**src/rtl/famiclone_pkg.sv**
```systemverilog
// Shared types and sizing helpers for the famiclone console detector.
package famiclone_pkg;

  typedef enum logic [1:0] {GROUND, OBSERVE, DECIDED} state_e;

  // Bits needed to hold 0..max_val.
  function automatic int cnt_w(input int max_val);
    return (max_val < 1) ? 1 : $clog2(max_val + 1);
  endfunction

endpackage

```
**src/rtl/famiclone_detect_if.sv**
```systemverilog
// PPU-side sense inputs, software re-arm and verdict outputs of the detector.
interface famiclone_detect_if;
  logic ppu_rd_in;
  logic ppu_a13;
  logic ppu_not_a13;
  logic rearm;
  logic ground_en;
  logic done;
  logic new_dendy;
  logic timed_out;

  modport master (output ppu_rd_in, ppu_a13, ppu_not_a13, rearm,
                  input  ground_en, done, new_dendy, timed_out);
  modport slave  (input  ppu_rd_in, ppu_a13, ppu_not_a13, rearm,
                  output ground_en, done, new_dendy, timed_out);
endinterface

```
**src/rtl/sync_bus.sv**
```systemverilog
// SYNC_STAGES-deep synchroniser for the three asynchronous PPU sense lines.
module sync_bus #(
  parameter int SYNC_STAGES = 2
) (
  input  logic       m2,
  input  logic       rst_n,
  input  logic [2:0] d,
  output logic [2:0] q
);
  logic [SYNC_STAGES-1:0][2:0] sync_q;

  always_ff @(posedge m2 or negedge rst_n)
    if (!rst_n) sync_q <= '0;
    else        sync_q <= {sync_q[SYNC_STAGES-2:0], d};

  assign q = sync_q[SYNC_STAGES-1];
endmodule

```
**src/rtl/famiclone_detect.sv**
```systemverilog
// Power-on console detector: grounds CIRAM /CE and /A13, then classifies the console
// from PPU reads. FAMICLONE_DETECT_RETRY_EN grants one extra attempt after a timeout.
module famiclone_detect
  import famiclone_pkg::*;
#(
  parameter int INIT_CYCLES     = 15,
  parameter int MIN_PHASE       = 3,
  parameter int MISMATCH_THRESH = 1,
  parameter int TIMEOUT_CYCLES  = 4096,
  parameter int SYNC_STAGES     = 2
) (
  input logic               m2,
  input logic               rst_n,
  famiclone_detect_if.slave bus
);
  localparam int GW = cnt_w(INIT_CYCLES);
  localparam int TW = cnt_w(TIMEOUT_CYCLES);
  localparam int PW = cnt_w(MIN_PHASE);
  localparam int MW = cnt_w(MISMATCH_THRESH);

  logic [2:0] ppu_s;
  logic       rd_s, a13_s, na13_s;

  sync_bus #(.SYNC_STAGES(SYNC_STAGES)) u_sync (
    .m2    (m2),
    .rst_n (rst_n),
    .d     ({bus.ppu_rd_in, bus.ppu_a13, bus.ppu_not_a13}),
    .q     (ppu_s)
  );
  assign rd_s   = ppu_s[2];
  assign a13_s  = ppu_s[1];
  assign na13_s = ppu_s[0];

  state_e  state_q, state_d;
  logic [GW-1:0] gnd_q, gnd_d;
  logic [TW-1:0] tmo_q, tmo_d;
  logic [PW-1:0] lo_q, lo_d, hi_q, hi_d;
  logic [MW-1:0] mis_q, mis_d;
  logic    ground_en_q, done_q, done_d, nd_q, nd_d, tof_q, tof_d;
  logic    samp, tmo_hit, retry_ok;

`ifdef FAMICLONE_DETECT_RETRY_EN
  logic retry_q;
  always_ff @(posedge m2 or negedge rst_n)
    if (!rst_n)         retry_q <= 1'b0;
    else if (bus.rearm) retry_q <= 1'b0;
    else if (tmo_hit)   retry_q <= 1'b1;
  assign retry_ok = !retry_q;
`else
  assign retry_ok = 1'b0;
`endif

  always_comb begin
    state_d = state_q;
    gnd_d   = gnd_q;
    tmo_d   = tmo_q;
    lo_d    = lo_q;
    hi_d    = hi_q;
    mis_d   = mis_q;
    done_d  = done_q;
    nd_d    = nd_q;
    tof_d   = tof_q;
    samp    = 1'b0;
    tmo_hit = 1'b0;
    case (state_q)
      GROUND: begin
        if (gnd_q == GW'(INIT_CYCLES - 1)) begin
          state_d = OBSERVE;
          gnd_d   = '0;
        end else begin
          gnd_d = gnd_q + 1'b1;
        end
      end
      OBSERVE: begin
        samp = !rd_s;
        if (samp && !a13_s && lo_q != PW'(MIN_PHASE)) lo_d = lo_q + 1'b1;
        if (samp &&  a13_s && hi_q != PW'(MIN_PHASE)) hi_d = hi_q + 1'b1;
        if (samp && (a13_s == na13_s) && mis_q != MW'(MISMATCH_THRESH)) mis_d = mis_q + 1'b1;
        // Completion is judged on post-update counts, so it wins over a same-cycle timeout.
        if (lo_d == PW'(MIN_PHASE) && hi_d == PW'(MIN_PHASE)) begin
          state_d = DECIDED;
          done_d  = 1'b1;
          nd_d    = (mis_d == MW'(MISMATCH_THRESH));
          tof_d   = 1'b0;
        end else if (tmo_q == TW'(TIMEOUT_CYCLES - 1)) begin
          tmo_hit = 1'b1;
          if (retry_ok) begin
            state_d = GROUND;
            tmo_d   = '0;
            lo_d    = '0;
            hi_d    = '0;
            mis_d   = '0;
          end else begin
            state_d = DECIDED;
            done_d  = 1'b1;
            nd_d    = 1'b0;
            tof_d   = 1'b1;
          end
        end else begin
          tmo_d = tmo_q + 1'b1;
        end
      end
      default: ;
    endcase
    if (bus.rearm) begin
      state_d = GROUND;
      gnd_d   = '0;
      tmo_d   = '0;
      lo_d    = '0;
      hi_d    = '0;
      mis_d   = '0;
      done_d  = 1'b0;
      nd_d    = 1'b0;
      tof_d   = 1'b0;
    end
  end

  always_ff @(posedge m2 or negedge rst_n)
    if (!rst_n) begin
      state_q     <= GROUND;
      gnd_q       <= '0;
      tmo_q       <= '0;
      lo_q        <= '0;
      hi_q        <= '0;
      mis_q       <= '0;
      ground_en_q <= 1'b1;
      done_q      <= 1'b0;
      nd_q        <= 1'b0;
      tof_q       <= 1'b0;
    end else begin
      state_q     <= state_d;
      gnd_q       <= gnd_d;
      tmo_q       <= tmo_d;
      lo_q        <= lo_d;
      hi_q        <= hi_d;
      mis_q       <= mis_d;
      ground_en_q <= (state_d == GROUND);
      done_q      <= done_d;
      nd_q        <= nd_d;
      tof_q       <= tof_d;
    end

  assign bus.ground_en = ground_en_q;
  assign bus.done      = done_q;
  assign bus.new_dendy = nd_q;
  assign bus.timed_out = tof_q;
endmodule
```
**src/flat_wrapper.sv**
```systemverilog
// flat-port wrapper written by rule: the top's interface ports become plain ports
module famiclone_detect_flat import famiclone_pkg::*;
#(
  parameter int INIT_CYCLES     = 15,
  parameter int MIN_PHASE       = 3,
  parameter int MISMATCH_THRESH = 1,
  parameter int TIMEOUT_CYCLES  = 4096,
  parameter int SYNC_STAGES     = 2
)
  (m2, rst_n, bus_ppu_rd_in, bus_ppu_a13, bus_ppu_not_a13, bus_rearm, bus_ground_en, bus_done, bus_new_dendy, bus_timed_out);
  famiclone_detect_if bus_i ();
  input logic m2;
  input logic rst_n;
  input wire logic [$bits(bus_i.ppu_rd_in)-1:0] bus_ppu_rd_in;
  input wire logic [$bits(bus_i.ppu_a13)-1:0] bus_ppu_a13;
  input wire logic [$bits(bus_i.ppu_not_a13)-1:0] bus_ppu_not_a13;
  input wire logic [$bits(bus_i.rearm)-1:0] bus_rearm;
  output wire logic [$bits(bus_i.ground_en)-1:0] bus_ground_en;
  output wire logic [$bits(bus_i.done)-1:0] bus_done;
  output wire logic [$bits(bus_i.new_dendy)-1:0] bus_new_dendy;
  output wire logic [$bits(bus_i.timed_out)-1:0] bus_timed_out;
  assign bus_i.ppu_rd_in = bus_ppu_rd_in;
  assign bus_i.ppu_a13 = bus_ppu_a13;
  assign bus_i.ppu_not_a13 = bus_ppu_not_a13;
  assign bus_i.rearm = bus_rearm;
  assign bus_ground_en = bus_i.ground_en;
  assign bus_done = bus_i.done;
  assign bus_new_dendy = bus_i.new_dendy;
  assign bus_timed_out = bus_i.timed_out;
  famiclone_detect #(.INIT_CYCLES(INIT_CYCLES), .MIN_PHASE(MIN_PHASE), .MISMATCH_THRESH(MISMATCH_THRESH), .TIMEOUT_CYCLES(TIMEOUT_CYCLES), .SYNC_STAGES(SYNC_STAGES)) u_core (.m2(m2), .rst_n(rst_n), .bus(bus_i));
endmodule
```
**config.mk**
```make
export PLATFORM = sky130hd
export DESIGN_NAME = famiclone_detect_flat
export DESIGN_NICKNAME = d
export VERILOG_FILES = /design/src/rtl/famiclone_pkg.sv /design/src/rtl/famiclone_detect_if.sv /design/src/rtl/sync_bus.sv /design/src/rtl/famiclone_detect.sv /design/src/flat_wrapper.sv
export SDC_FILE = /design/constraint.sdc
export NUM_CORES = 1
export LEC_CHECK = 0
export ABC_AREA = 1
export CAP_MARGIN = 20
export CORE_MARGIN = 4
export CORE_UTILIZATION = 63
export DETAILED_ROUTE_END_ITERATION = 8
export MAX_ROUTING_LAYER = met4
export PLACE_DENSITY_LB_ADDON = 0.08
export SYNTH_ARGS = -nofsm -noshare
export SYNTH_HDL_FRONTEND = slang
export SYNTH_SLANG_ARGS = --single-unit
```
**constraint.sdc**
```tcl
create_clock -name m2 -period 3.45 [get_ports m2]
set_input_delay 0.8625 -clock m2 [delete_from_list [all_inputs] [get_ports m2]]
set_output_delay 0.8625 -clock m2 [all_outputs]
set_load 0.05 [all_outputs]
```
==> results.md <==
- Status: finished, final reports clean
- Final Hold Slack: between 0.3 and 0.4 ns
- Slew @ Worst Pin: between 0.5 and 0.6 ns
- Worst Skew: 0.007596 ns
- Sequential element share of the synthesized area: 45.28%
- Family with the most delay on the worst path: buffers and inverters
- Vias in the first global route: between 1000 and 1500
- Pint: 0.0005198 W
- Rel. slew slack: between 60% and 70%
- Initial antenna violation count: 0
- Dpl cells: approximately 270
- FF+latch area: ~850 um2
- First-pass GRT wire length: roughly 6700 um
- Post-route ant nets: 0
- Crit Path Category: reg -> out
- Critical path, cell by cell: clkdlybuf4s50_1
- Startpoint class of the critical path: flip-flop
- DR iter-0 viols: ~150
- Max-cap viol count: 0
- Overall routed net length: about 3900 um
- Pin count of the biggest net entering global routing: 35
- Peak supply drop: between 0.3 and 0.4 mV
- Crit path DAT: between 1.5 and 2 ns
- Row cnt: 19
- Gate power share: between 6 and 7%
- Hold Vio Cnt, Final: 0
- Die area: ~4000 um2
- Clock buffer depth: 2
- Post-Route Setup TNS: 0 ns
- Drt wl/cell: ~14 um
- Final #Nets: 260
- Syn. warnings: 0
- Post-CTS Setup Bufs: 0
- RePlAce Congestion: roughly 0.85
- Avg Vias per Cell: between 5 and 6
- Ant. Diodes: 0
- Data required, critical path: ~2.6 ns
- Chip width: 62.66 um
- NetSw: 0.0001785 W
- # resized after CTS: 0
- Crit path time final: 2.531 ns
- Unrepaired setup endpoints after global routing: no
- Area growth, synth to finish: 9.375%
- Starting Density: between 60 and 70%
- Root Driver: clkbuf_4
- # hold bufs at CTS: 0
- Syn avg cell area: 8.008 um2
- Mapped Nets: approximately 250
- CTS Sinks: 34
- PwrDens: roughly 340 nW/um2
- Max stage delay on crit path: roughly 0.8 ns
- Detail Placement HPWL: between 2000 and 3000 um
- Crit share post-route: between 70% and 80%
- CP max-delay cell: clkdlybuf4s50_1
- Die height: 62.66 um
- Commonest non-fill, non-tap cell in the layout: nand2_1
- Finished Layout Cells: roughly 280
- Via count: 1585
- Core area: around 2800 um2
- Commonest cells after routing, fill and taps aside: nand2_1, dfrtp_1, inv_1, nand3_1, nor2_1
- Num ports: 10
- Post-Syn Area: between 1500 and 2000 um2
- Gr ovfl total: 0
- Fillers: 211
- Residual DRC: 0
- Max Slew Vio Count: 0
- CTS tree: built
- Distinct cells, synth: 31
- CP bufs+invs: 1
- Port Buffer Count: 9
- Clk slew on worst S/H paths: 0.11 ns
- Sw Ratio: roughly a quarter
- #FFs+latches synth: 34
- Setup violators final: 0
- Leakage: roughly 1 nW
- CP endpoint kind: output port
- CP Max Fanout: 1
- Clk pwr share: between 30% and 40%
- TritonRoute pass-1 iters: 4
- Hold crit path type: reg -> reg
- Flop pwr share: 59.2%
- Footprint of the multi-input gates: 878.3 um2
- Synth Instances: ~240
- CTS H-tree depth: 2
- Tot GR Track Use: 22.30%
- Share of cells above drive strength 1: 10.40%
- Number of buffers created by CTS: 5
- Clk Latency, worst-skew pair: 0.35 ns
- Max Freq: around 400 MHz
## Yosys cell counts
library cell	count	area share (%)
buf_1	1	0.20
nor2_4	2	1.2
a21oi_1	4	1.1
o22ai_1	5	1.7
nand2_2	1	0.33
nor2_2	4	1.3
nor2_1	22	4.4
inv_2	1	0.20
a31oi_1	1	0.33
nor3_2	1	0.53
nand3_2	2	1.1
clkinv_1	1	0.20
a211oi_1	1	0.40
nand2_1	61	12
xnor2_1	1	0.47
buf_12	1	1.1
o21ai_0	4	1.1
nand2_4	2	1.2
buf_2	3	0.80
xor2_1	6	2.8
nand3_4	1	0.93
nand3_1	28	7.4
o21bai_1	1	0.40
dfrtp_1	33	44
o21ai_1	1	0.27
ha_1	5	3.3
nand4_1	11	3.7
nand3b_1	1	0.40
inv_1	28	5.6
dfstp_2	1	1.4
nor3_1	1	0.27
## flip-flops by register name (all words and copies together) (netlist names)
| signal | count |
|---|---|
| u_core.u_sync.q | 3 |
| u_core.lo_q | 2 |
| u_core.gnd_q | 4 |
| u_core.hi_q | 2 |
| u_core.bus.timed_out | 1 |
| u_core.bus.new_dendy | 1 |
| u_core.bus.ground_en | 1 |
| u_core.u_sync.sync_q | 3 |
| u_core.tmo_q | 13 |
| u_core.bus.done | 1 |
| u_core.mis_q | 1 |
| u_core.state_q | 2 |
## through the flow
stage               worst slack, ns  total power, W  util [%]  instance area, um2
finish                       0.9195       0.0006983     73.37                2058
global route                 0.8590       0.0007341     73.37                2058
CTS                          0.8964       0.0007031     73.37                2058
detailed placement           0.8895       0.0004681     71.10                1994
global placement              1.001       0.0004652     71.10                1994
floorplan                     1.827       0.0004453         -                1882
## cell type report
type	count	share of cell area [%]
sequential	34	41.40
clock buffer	6	2.492
timing repair buffer	12	5.471
tap	31	1.885
clock inverter	2	0.6079
multi-input combinational	166	42.67
inverter	30	5.471
## routing by layer
metal  share of wire, %  routed length [um]  track usage (%)
met5                  0                   0                -
met2                 49                1891            34.22
met3                3.1                 119            6.115
met1                 47                1820            27.94
met4                1.6                  63            9.091
## cells by family after synthesis
kind of cell             count (synthesis)  synth area share (%)
flip-flops                              34                 45.28
XOR/XNOR                                 7                 3.258
buffers and inverters                   35                 8.044
AO/OA/AOI/OAI                           17                 5.187
AND/OR/NAND/NOR                        137                 34.91
adder cells (fa/ha/maj)                  5                 3.324
## path summary, 6_finish.rpt
check	start	endpoint	slack [ns]	cells after the start
setup / recovery	u_core.bus.ground_en$_DFF_PN1_	bus_ground_en	0.92	1
hold / removal	u_core.u_sync.sync_q[0]$_DFF_PN0_	u_core.u_sync.q[0]$_DFF_PN0_	0.36	0
setup reg to reg	u_core.tmo_q[0]$_DFFE_PN0P_	u_core.tmo_q[4]$_DFFE_PN0P_	1.55	8
hold reg to reg	u_core.u_sync.sync_q[0]$_DFF_PN0_	u_core.u_sync.q[0]$_DFF_PN0_	0.36	0
max in group asynchronous	rst_n	u_core.bus.ground_en$_DFF_PN1_	2.20	2
min in group asynchronous	rst_n	u_core.lo_q[1]$_DFFE_PN0P_	0.91	2
## power by group through the flow
stage	clock (W)	sequential, W	combinational [W]
2_1_floorplan	0	0.000420	0.0000258
3_3_place_gp	0	0.000421	0.0000445
3_5_place_dp	0	0.000421	0.0000469
4_1_cts	0.000243	0.000413	0.0000470
5_1_grt	0.000266	0.000415	0.0000535
6_report	0.000238	0.000414	0.0000464
No activity file was read; power rests on OpenSTA's default activity.
